<file path="src/rtl/edge_multi_dataflow.sv">
// Streaming edge detector: Roberts 2x2 or Sobel 3x3 gradient magnitude over a W x W
// raster frame, with wr/full handshakes on the size, pixel and output ports.
module edge_multi_dataflow #(
    parameter int unsigned MAX_W = 63
) (
    input  logic       clock,
    input  logic       reset,
    input  logic [7:0] ID,
    input  logic [5:0] in_size_data,
    input  logic       in_size_wr,
    output logic       in_size_full,
    input  logic [7:0] in_pel_data,
    input  logic       in_pel_wr,
    output logic       in_pel_full,
    output logic [7:0] out_pel_data,
    output logic       out_pel_wr,
    input  logic       out_pel_full
);

    typedef enum logic [0:0] {StIdle, StRun} state_e;

    localparam logic [7:0] IdRoberts = 8'd1;
    localparam logic [7:0] IdSobel   = 8'd2;

    state_e     state_q, state_d;
    logic [5:0] w_q, w_d;
    logic [5:0] frame_w_q, frame_w_d;
    logic [7:0] frame_id_q, frame_id_d;
    logic [5:0] row_q, row_d;
    logic [5:0] col_q, col_d;
    logic       out_wr_q, out_wr_d;
    logic [7:0] out_data_q, out_data_d;

    // Window columns: c1 is column c-1, c2 is column c-2; t/m/b are rows r-2, r-1, r.
    logic [7:0] c1_t_q, c1_m_q, c1_b_q, c1_t_d, c1_m_d, c1_b_d;
    logic [7:0] c2_t_q, c2_m_q, c2_b_q, c2_t_d, c2_m_d, c2_b_d;

    // lb0 holds row r-1, lb1 holds row r-2.
    logic [7:0] lb0 [MAX_W];
    logic [7:0] lb1 [MAX_W];

    logic       size_acc;
    logic       pel_acc;
    logic       first_pel;
    logic [5:0] cur_w;
    logic [7:0] cur_id;
    logic       last_col;
    logic       last_row;
    logic [7:0] up1;
    logic [7:0] up2;
    logic       emit_sob;
    logic       emit_rob;

    logic [11:0] right_sum, left_sum, bottom_sum, top_sum;
    logic [11:0] gx, gy, sob_mag;
    logic [11:0] rd1, rd2, rob_mag;

    function automatic logic [11:0] ext(input logic [7:0] v);
        return {4'd0, v};
    endfunction

    // Operand is a 12-bit two's-complement value.
    function automatic logic [11:0] abs12(input logic [11:0] v);
        return v[11] ? (~v + 12'd1) : v;
    endfunction

    function automatic logic [7:0] sat8(input logic [11:0] v);
        return (v > 12'd255) ? 8'hFF : v[7:0];
    endfunction

    assign in_size_full = (state_q == StRun) && ((row_q != 6'd0) || (col_q != 6'd0));
    assign in_pel_full  = (state_q == StIdle) || (out_wr_q && out_pel_full);
    assign out_pel_wr   = out_wr_q;
    assign out_pel_data = out_data_q;

    assign size_acc  = in_size_wr && !in_size_full;
    assign pel_acc   = in_pel_wr && !in_pel_full;
    assign first_pel = (row_q == 6'd0) && (col_q == 6'd0);
    assign cur_w     = first_pel ? w_q : frame_w_q;
    assign cur_id    = first_pel ? ID : frame_id_q;
    assign last_col  = (col_q == cur_w - 6'd1);
    assign last_row  = (row_q == cur_w - 6'd1);
    assign up1       = lb0[col_q];
    assign up2       = lb1[col_q];

    always_comb begin
        right_sum  = ext(up2) + (ext(up1) << 1) + ext(in_pel_data);
        left_sum   = ext(c2_t_q) + (ext(c2_m_q) << 1) + ext(c2_b_q);
        bottom_sum = ext(c2_b_q) + (ext(c1_b_q) << 1) + ext(in_pel_data);
        top_sum    = ext(c2_t_q) + (ext(c1_t_q) << 1) + ext(up2);
        gx         = right_sum - left_sum;
        gy         = bottom_sum - top_sum;
        sob_mag    = abs12(gx) + abs12(gy);
        // Roberts: a = c1_m, b = up1, d = c1_b, e = current pixel.
        rd1        = ext(c1_m_q) - ext(in_pel_data);
        rd2        = ext(up1) - ext(c1_b_q);
        rob_mag    = abs12(rd1) + abs12(rd2);
    end

    assign emit_sob = (cur_id == IdSobel) && (row_q >= 6'd2) && (col_q >= 6'd2);
    assign emit_rob = (cur_id == IdRoberts) && (row_q >= 6'd1) && (col_q >= 6'd1);

    always_comb begin
        state_d    = state_q;
        w_d        = w_q;
        frame_w_d  = frame_w_q;
        frame_id_d = frame_id_q;
        row_d      = row_q;
        col_d      = col_q;
        out_wr_d   = out_wr_q;
        out_data_d = out_data_q;
        c1_t_d     = c1_t_q;
        c1_m_d     = c1_m_q;
        c1_b_d     = c1_b_q;
        c2_t_d     = c2_t_q;
        c2_m_d     = c2_m_q;
        c2_b_d     = c2_b_q;

        // A zero width is never accepted as a frame size.
        if (size_acc && (in_size_data != 6'd0)) begin
            w_d     = in_size_data;
            state_d = StRun;
        end

        if (out_wr_q && !out_pel_full) begin
            out_wr_d = 1'b0;
        end

        if (pel_acc) begin
            if (first_pel) begin
                frame_w_d  = w_q;
                frame_id_d = ID;
            end
            if (last_col) begin
                col_d = 6'd0;
                row_d = last_row ? 6'd0 : row_q + 6'd1;
            end else begin
                col_d = col_q + 6'd1;
            end
            c2_t_d = c1_t_q;
            c2_m_d = c1_m_q;
            c2_b_d = c1_b_q;
            c1_t_d = up2;
            c1_m_d = up1;
            c1_b_d = in_pel_data;
            if (emit_sob) begin
                out_wr_d   = 1'b1;
                out_data_d = sat8(sob_mag);
            end else if (emit_rob) begin
                out_wr_d   = 1'b1;
                out_data_d = sat8(rob_mag);
            end
        end
    end

    always_ff @(posedge clock) begin
        if (!reset) begin
            state_q    <= StIdle;
            w_q        <= 6'd0;
            frame_w_q  <= 6'd0;
            frame_id_q <= 8'd0;
            row_q      <= 6'd0;
            col_q      <= 6'd0;
            out_wr_q   <= 1'b0;
            out_data_q <= 8'd0;
            c1_t_q     <= 8'd0;
            c1_m_q     <= 8'd0;
            c1_b_q     <= 8'd0;
            c2_t_q     <= 8'd0;
            c2_m_q     <= 8'd0;
            c2_b_q     <= 8'd0;
        end else begin
            state_q    <= state_d;
            w_q        <= w_d;
            frame_w_q  <= frame_w_d;
            frame_id_q <= frame_id_d;
            row_q      <= row_d;
            col_q      <= col_d;
            out_wr_q   <= out_wr_d;
            out_data_q <= out_data_d;
            c1_t_q     <= c1_t_d;
            c1_m_q     <= c1_m_d;
            c1_b_q     <= c1_b_d;
            c2_t_q     <= c2_t_d;
            c2_m_q     <= c2_m_d;
            c2_b_q     <= c2_b_d;
        end
    end

    // Line buffer contents are don't-care across reset, so no reset here.
    always_ff @(posedge clock) begin
        if (pel_acc) begin
            lb1[col_q] <= lb0[col_q];
            lb0[col_q] <= in_pel_data;
        end
    end

endmodule

</file>
<file path="config.mk">
export PLATFORM = sky130hd
export DESIGN_NAME = edge_multi_dataflow
export DESIGN_NICKNAME = d
export VERILOG_FILES = /design/src/rtl/edge_multi_dataflow.sv
export SDC_FILE = /design/constraint.sdc
export NUM_CORES = 1
export LEC_CHECK = 0
export BUFFER_PORTS_ARGS = -buffer_cell sky130_fd_sc_hd__buf_2
export CORE_MARGIN = 3
export CORE_UTILIZATION = 25
export CTS_BUF_LIST = sky130_fd_sc_hd__clkbuf_8
export DETAILED_ROUTE_END_ITERATION = 10
export GPL_TIMING_DRIVEN = 1
export PLACE_DENSITY = 0.51
export SYNTH_ARGS = -nofsm -noshare
export SYNTH_HDL_FRONTEND = slang
export SYNTH_SLANG_ARGS = --single-unit
</file>
<file path="constraint.sdc">
create_clock -name clock -period 8.9 [get_ports clock]
set_input_delay 1.78 -clock clock [delete_from_list [all_inputs] [get_ports clock]]
set_output_delay 1.78 -clock clock [all_outputs]
set_load 0.01 [all_outputs]
</file>
==> results of run 1 <==
cells in the mapped netlist (11+ instances only):
master	count
xnor2_1	55
a21o_1	12
ha_1	76
nand2_1	165
nor3_1	24
mux4_2	311
nor2b_1	11
mux2_2	13
o21ai_0	60
nor2_1	127
mux2i_1	32
o21a_1	17
edfxtp_1	1008
buf_1	33
inv_1	134
clkbuf_1	72
fa_1	66
xor2_1	28
nand3_1	38
dfxtp_1	96
a21oi_1	77
what timing repair did:
| action | 4_1_cts | 5_1_grt |
|---|---|---|
| endpoints found under the setup margin | 0 | 8 |
| setup buffers | 0 | 4 |
| resized for setup | 0 | 3 |
| hold buffers | 0 | 0 |
layer usage:
layer | GRT usage (%) | share of wire (%)
met5 | 0 | 0
met3 | 3.50 | 7.3
met1 | 17.6 | 44
met2 | 20.2 | 46
met4 | 4.38 | 2.6
per-stage QoR:
step / utilization [%] / total power (uW) / instance area (um^2) / cells
6_report: 29.5 / 12300 / 54800 / 5478
2_1_floorplan: - / 7580 / 46900 / 2588
3_3_place_gp: 27.6 / 8240 / 51300 / 5138
4_1_cts: 29.4 / 12500 / 54700 / 5465
3_5_place_dp: 27.6 / 8240 / 51300 / 5138
5_1_grt: 29.5 / 13000 / 54800 / 5471
layout make-up:
cell class | instances | area share (%)
Sequential cell | 1104 | 58.8
Multi-Input combinational cell | 1238 | 25.5
Clock buffer | 184 | 4.62
Inverter | 134 | 0.918
Timing Repair Buffer | 187 | 2.85
Tap cell | 2480 | 5.66
Antenna cell | 8 | 0.0365
Clock inverter | 143 | 1.63
logic make-up after synthesis:
| group | after synthesis | share of synthesized area [%] |
|---|---|---|
| DFF | 1104 | 68.6 |
| and+or+nand+nor | 430 | 4.14 |
| muxes | 356 | 15.9 |
| buffers and inverters | 246 | 2.01 |
| AOI/OAI and AO/OA | 222 | 2.91 |
| adders and majority gates | 142 | 4.84 |
| xor gates and xnor gates | 84 | 1.58 |
| other | 1 | 0.00799 |
power breakdown:
part / switching (uW) / leakage [uW] / internal (uW)
sequential: 18.7 / 0.00984 / 5700
combinational: 1370 / 0.00566 / 1030
clock: 2100 / 0.00196 / 2130
total: 3490 / 0.0175 / 8860
worst paths after layout:
path / endpoint / slack [ns] / cells after the start / startpoint
max: out_pel_data[0] / 0.52 / 29 / register
min: out_pel_data[5] / 0.45 / 2 / out_pel_data[5]
max reg2reg: out_pel_data[0] / 0.52 / 29 / register
min reg2reg: out_pel_data[5] / 0.45 / 2 / out_pel_data[5]
worst min-delay path, cell delays in order, from the launching register on:
cell	delay [ns]
dfxtp_1	0.30
nand3_1	0.06
nand2_1	0.05
==> results.ini, run 1 <==
[run]
maxCapViolCount = 0

[clocking]
cts_root_buf = clkbuf_8
clk_pin_slew_ns = 0.07
tritoncts = done
clk_path_buf_depth = 3
cts_sinks = 1104
cts_inserted_buffers = 182
cts.htree.levels = 4
worstSkewPairLatency_ns = 0.90

[timing]
maxSlewViolCount = 0
rsz0062_at_grt = false
hold_slack_ns = 0.454
setup_viol = 0
skew_ns = 0.0536
hold_viol_final = 0
worst_pin_slew_ns = 0.896
setup_tns_ns = 0
setup_slack_ns = 0.516
period_share_pct = 94.2
slew_headroom_pct = 39.3
fin_crit_ns = 8.38
fmax_mhz = 119

[detailed_routing]
drt-vias-per-instance = 4.48
drt_iter0_markers = 2137
wire_per_inst_um = 22.9
final_antenna_net_count = 0
drc = 0
drt_pass1_iterations = 9
wl_um = 126000
vias = 24543

[power]
vdd_ir_drop_max_uv = 211
power.density_mw_per_mm2 = 225
p_leak_uw = 0.0175

[setup_path]
cp_max_fo = 41
path_delay_family = adder cells
start_kind = register
worst-path-buf-inv = 5
critPathKind = register to register
critPathMaxStageDelay_ns = 0.58
cp_common_cell = fa_1
endpoint_kind = register
cp_slowest_cell = mux4_2
crit_arrival_ns = 9.12
critPathRequiredTime_ns = 9.64

[final_layout]
layout_commonest_cell = edfxtp_1
multi_input_area_mm2 = 0.0140
regArea_mm2 = 0.0322
n_fill_cell = 18194
top_regs = lb0 (504), lb1 (504)
drive_gt1_share_pct = 27.5
final_cell_mix = edfxtp_1 (1008), mux4_2 (311), inv_1 (190)
layout.nets = 3016
area_growth_pct = 16.8

[synth]
syn_inst = 2585
synthFlopType = edfxtp_1
synth_area_leader_cell = edfxtp_1
yosysUniqueCellTypes = 67
syn_area_per_cell_um2 = 18.2
synth_edf_count = 1008
ys_seq_area_share_pct = 68.6
netlist_area_mm2 = 0.0469
async_reset_ff_share_pct = 0
synth_area_leaders = edfxtp_1 (64%), mux4_2 (15%), dfxtp_1 (4.1%), fa_1 (2.8%), ha_1 (2.0%)
synth-seq-cells = 1104
synth-warning-count = 0
synth_top_area_share_pct = 64.5

[floorplan]
die_area_mm2 = 0.193
rows = 158
die_y_um = 439
initial_utilization_pct = 25.2
die_x_um = 439
core-area_mm2 = 0.186
io_pins = 38

[grt]
grt_pass1_wl_um = 182000
grt_max_degree = 67
gr-usage-all-layers_pct = 13.0
antenna_found_initial = 16
overflow = 0
grt_pass1_vias = 25347

[placed_design]
numPortBuffers = 37
place.gp.congestion = 0.769
dp_slack_ns = 0.234
hpwlAfterDp_um = 76800

[outcome]
outcome = finished, final reports clean

[hold_path]
hold_class = register to register

Note: power is estimated with default switching activity, not from simulation.
==> run 2, diff against run 1 <==
Settings changed: ABC_AREA set to 1, CTS_BUF_LIST sky130_fd_sc_hd__clkbuf_8 to sky130_fd_sc_hd__clkbuf_4 sky130_fd_sc_hd__clkbuf_8.
==> run 2 against run 1 <==
Compared with the run above:
- setup slack improved by 0.041 ns
- power rose by 17%
- hold slack gained 0.015 ns
- largest cell class unchanged
- area after synthesis increased by 3.1%
- sequential cell count stayed put
- via count grew 36%
- maximum frequency rose by 0.49%
==> results.ini, run 2 <==
[setup_path]
critPathMaxStageDelay_ns = 0.76  ; was 0.58 ns
critPathRequiredTime_ns = 9.65  ; was 9.64 ns
cp_slowest_cell = dfxtp_4  ; was mux4_2
start_kind = register  ; unchanged
critPathKind = register to register  ; unchanged
endpoint_kind = register  ; unchanged
path_delay_family = compound AO/OA/AOI/OAI gates  ; was adder cells
crit_arrival_ns = 9.09  ; was 9.12 ns
worst-path-buf-inv = 4  ; was 5
cp_max_fo = 72  ; was 41

[placed_design]
place.gp.congestion = 0.839  ; was 0.769
place_area_mm2 = 0.0522  ; was 0.0513 mm^2
numPortBuffers = 37  ; unchanged
hpwlAfterDp_um = 88100  ; was 76800 um
dp_slack_ns = 0.492  ; was 0.234 ns

[synth]
synth-seq-cells = 1104  ; unchanged
synth_top_area_share_pct = 62.6  ; was 64.5%
syn_inst = 4183  ; was 2585
synth_area_leader_cell = edfxtp_1  ; unchanged
synth_edf_count = 1008  ; unchanged
synth_area_leaders = edfxtp_1 (63%), o21ai_0 (6.8%), nor2_1 (5.1%), dfxtp_1 (4.0%), o22ai_1 (3.0%)  ; was edfxtp_1 (64%), mux4_2 (15%), dfxtp_1 (4.1%), fa_1 (2.8%), ha_1 (2.0%)
synthTopCellsByCount = edfxtp_1 (1008), nor2_1 (662), o21ai_0 (662)  ; was edfxtp_1 (1008), mux4_2 (311), nand2_1 (165)
synthFlopType = edfxtp_1  ; unchanged
synth-warning-count = 0  ; unchanged
ys_seq_area_share_pct = 66.6  ; was 68.6%
syn_area_per_cell_um2 = 11.6  ; was 18.2 um^2
async_reset_ff_share_pct = 0  ; unchanged
netlist_area_mm2 = 0.0484  ; was 0.0469 mm^2
yosysUniqueCellTypes = 52  ; was 67
yosysMostFrequentCell = edfxtp_1  ; unchanged

[detailed_routing]
wire_per_inst_um = 21.4  ; was 22.9 um
drt_iter0_markers = 3210  ; was 2137
wl_um = 149000  ; was 126000 um
drc = 0  ; unchanged
vias = 33410  ; was 24543
drt_pass1_iterations = 5  ; was 9
final_antenna_net_count = 0  ; unchanged
drt-vias-per-instance = 4.78  ; was 4.48

[timing]
fmax_mhz = 120  ; was 119 MHz
worst_pin_slew_ns = 1.19  ; was 0.896 ns
rsz0062_at_grt = false  ; unchanged
slew_headroom_pct = 20.6  ; was 39.3%
maxSlewViolCount = 0  ; unchanged
skew_ns = 0.0617  ; was 0.0536 ns
fin_crit_ns = 8.34  ; was 8.38 ns
period_share_pct = 93.7  ; was 94.2%
setup_viol = 0  ; unchanged
hold_viol_final = 0  ; unchanged
setup_slack_ns = 0.557  ; was 0.516 ns
setup_tns_ns = 0  ; unchanged

[power]
p_leak_uw = 0.0196  ; was 0.0175 uW
p_seq_share_pct = 39.8  ; was 46.3%
vdd_ir_drop_max_uv = 408  ; was 211 uV
power_frac_clock_pct = 31.9  ; was 34.3%
power.density_mw_per_mm2 = 257  ; was 225 mW/mm^2
pwr-share-comb_pct = 28.3  ; was 19.4%
power_uw = 14400  ; was 12300 uW
switching_power_uw = 4850  ; was 3490 uW
intPower_uw = 9580  ; was 8860 uW
switching_share_pct = 33.6  ; was 28.3%

[final_layout]
area_growth_pct = 15.8  ; was 16.8%
final_cell_area_mm2 = 0.0560  ; was 0.0548 mm^2
final_util_pct = 29.3  ; was 29.5%
layout_commonest_cell = edfxtp_1  ; unchanged
drive_gt1_share_pct = 12.1  ; was 27.5%
top_regs = lb0 (504), lb1 (504)  ; unchanged
final_cell_mix = edfxtp_1 (1008), o21ai_0 (661), nor2_1 (657)  ; was edfxtp_1 (1008), mux4_2 (311), inv_1 (190)
n_fill_cell = 19418  ; was 18194
layout.nets = 4483  ; was 3016

[clocking]
cts_sinks = 1104  ; unchanged
ctsResizeCount = 0  ; unchanged
worstSkewPairLatency_ns = 0.90  ; about the same
cts_root_buf = clkbuf_8  ; unchanged
clk_pin_slew_ns = 0.06  ; was 0.07 ns
hold_buffers = 0  ; unchanged
clk_path_buf_depth = 3  ; unchanged
tritoncts = done  ; unchanged
post-cts-setup-buffers = 0  ; unchanged
cts_inserted_buffers = 185  ; was 182
cts.htree.levels = 4  ; unchanged

[grt]
overflow = 0  ; unchanged
grt_pass1_vias = 32396  ; was 25347
antenna_found_initial = 6  ; was 16
grt_pass1_wl_um = 220000  ; was 182000 um
use_met1_pct = 21.1  ; was 17.6%
gr-usage-all-layers_pct = 14.7  ; was 13.0%
grt_max_degree = 114  ; was 67
grt.met2_usage_pct = 22.5  ; was 20.2%
top_usage_layer = met2  ; unchanged
use_met3_pct = 2.88  ; was 3.50%

[hold_path]
hold_class = register to register  ; unchanged

[floorplan]
rows = 160  ; was 158
die_x_um = 446  ; was 439 um
io_pins = 38  ; unchanged
initial_utilization_pct = 25.3  ; was 25.2%
core-area_mm2 = 0.191  ; was 0.186 mm^2
die_area_mm2 = 0.199  ; was 0.193 mm^2
die_y_um = 446  ; was 439 um

[outcome]
outcome = finished, final reports clean  ; unchanged

[run]
maxCapViolCount = 0  ; unchanged

## run 2: changes by cell type in the layout (fill, tap and decap cells not counted), sizes merged, moves of 81 or more
cell | before | now
a21oi | 77 | 162
inv | 200 | 285
mux4 | 311 | 0
nand2 | 165 | 312
nand3 | 38 | 119
nor2 | 127 | 668
o21ai | 61 | 681
o22ai | 2 | 234
## run 2: cells by family after synthesis
logic type               after synthesis  synth area share, %
other                                  1              0.00775
flip-flops                          1104                 66.6
multiplexers                           2               0.0491
AO/OA/AOI/OAI                       1187                 13.6
XOR/XNOR                              74                 1.34
AND/OR/NAND/NOR                     1150                 9.65
buffers and inverters                523                 4.15
adder cells (fa/ha/maj)              142                 4.70
## run 2: final cells by class
class / instances / area (um^2) / share of cell area, %
Sequential cell: 1104 / 32200 / 57.5
Multi-Input combinational cell: 2559 / 14300 / 25.4
Clock buffer: 264 / 3210 / 5.74
Tap cell: 2511 / 3140 / 5.61
Timing Repair Buffer: 187 / 1600 / 2.85
Inverter: 277 / 1050 / 1.88
Clock inverter: 78 / 551 / 0.983
Antenna cell: 4 / 10.0 / 0.0179
## run 2: metal layers
metal  vias to the layer above  routed length, um  share of wire [%]
met5                         -                  0                  0
met3                       194              10400                7.0
met1                     16776              68900                 46
met4                         0               3080                2.1
met2                      1139              66700                 45
li1                      15301                  -                  -
## run 2: tightest hold or removal path, cell delays in order, from the launching register on
cell	delay, ns
dfxtp_1	0.31
nand2_1	0.06
a21oi_1	0.06
## run 2: power groups by stage
stage	sequential [uW]	clock [uW]	combinational, uW
6_report	5740	4610	4080
5_1_grt	5740	4960	4580
4_1_cts	5740	4720	4040
3_5_place_dp	5850	0	3990
3_3_place_gp	5850	0	4040
2_1_floorplan	5840	0	2940
## run 2: final timing paths
kind | slack, ns | start | end | depth (start not counted)
setup reg to reg | 0.56 | register | out_pel_data[7] | 33
hold / removal | 0.47 | w_q[0] | w_q[0] | 2
hold reg to reg | 0.47 | w_q[0] | w_q[0] | 2
setup / recovery | 0.56 | register | out_pel_data[7] | 33
## run 2: through the flow
step	instances	hold WS, ns
final	6984	0.468
after global routing	6982	0.497
after CTS	6978	0.466
after detailed placement	6636	0.456
after global placement	6636	0.458
after floorplan	4186	0.425
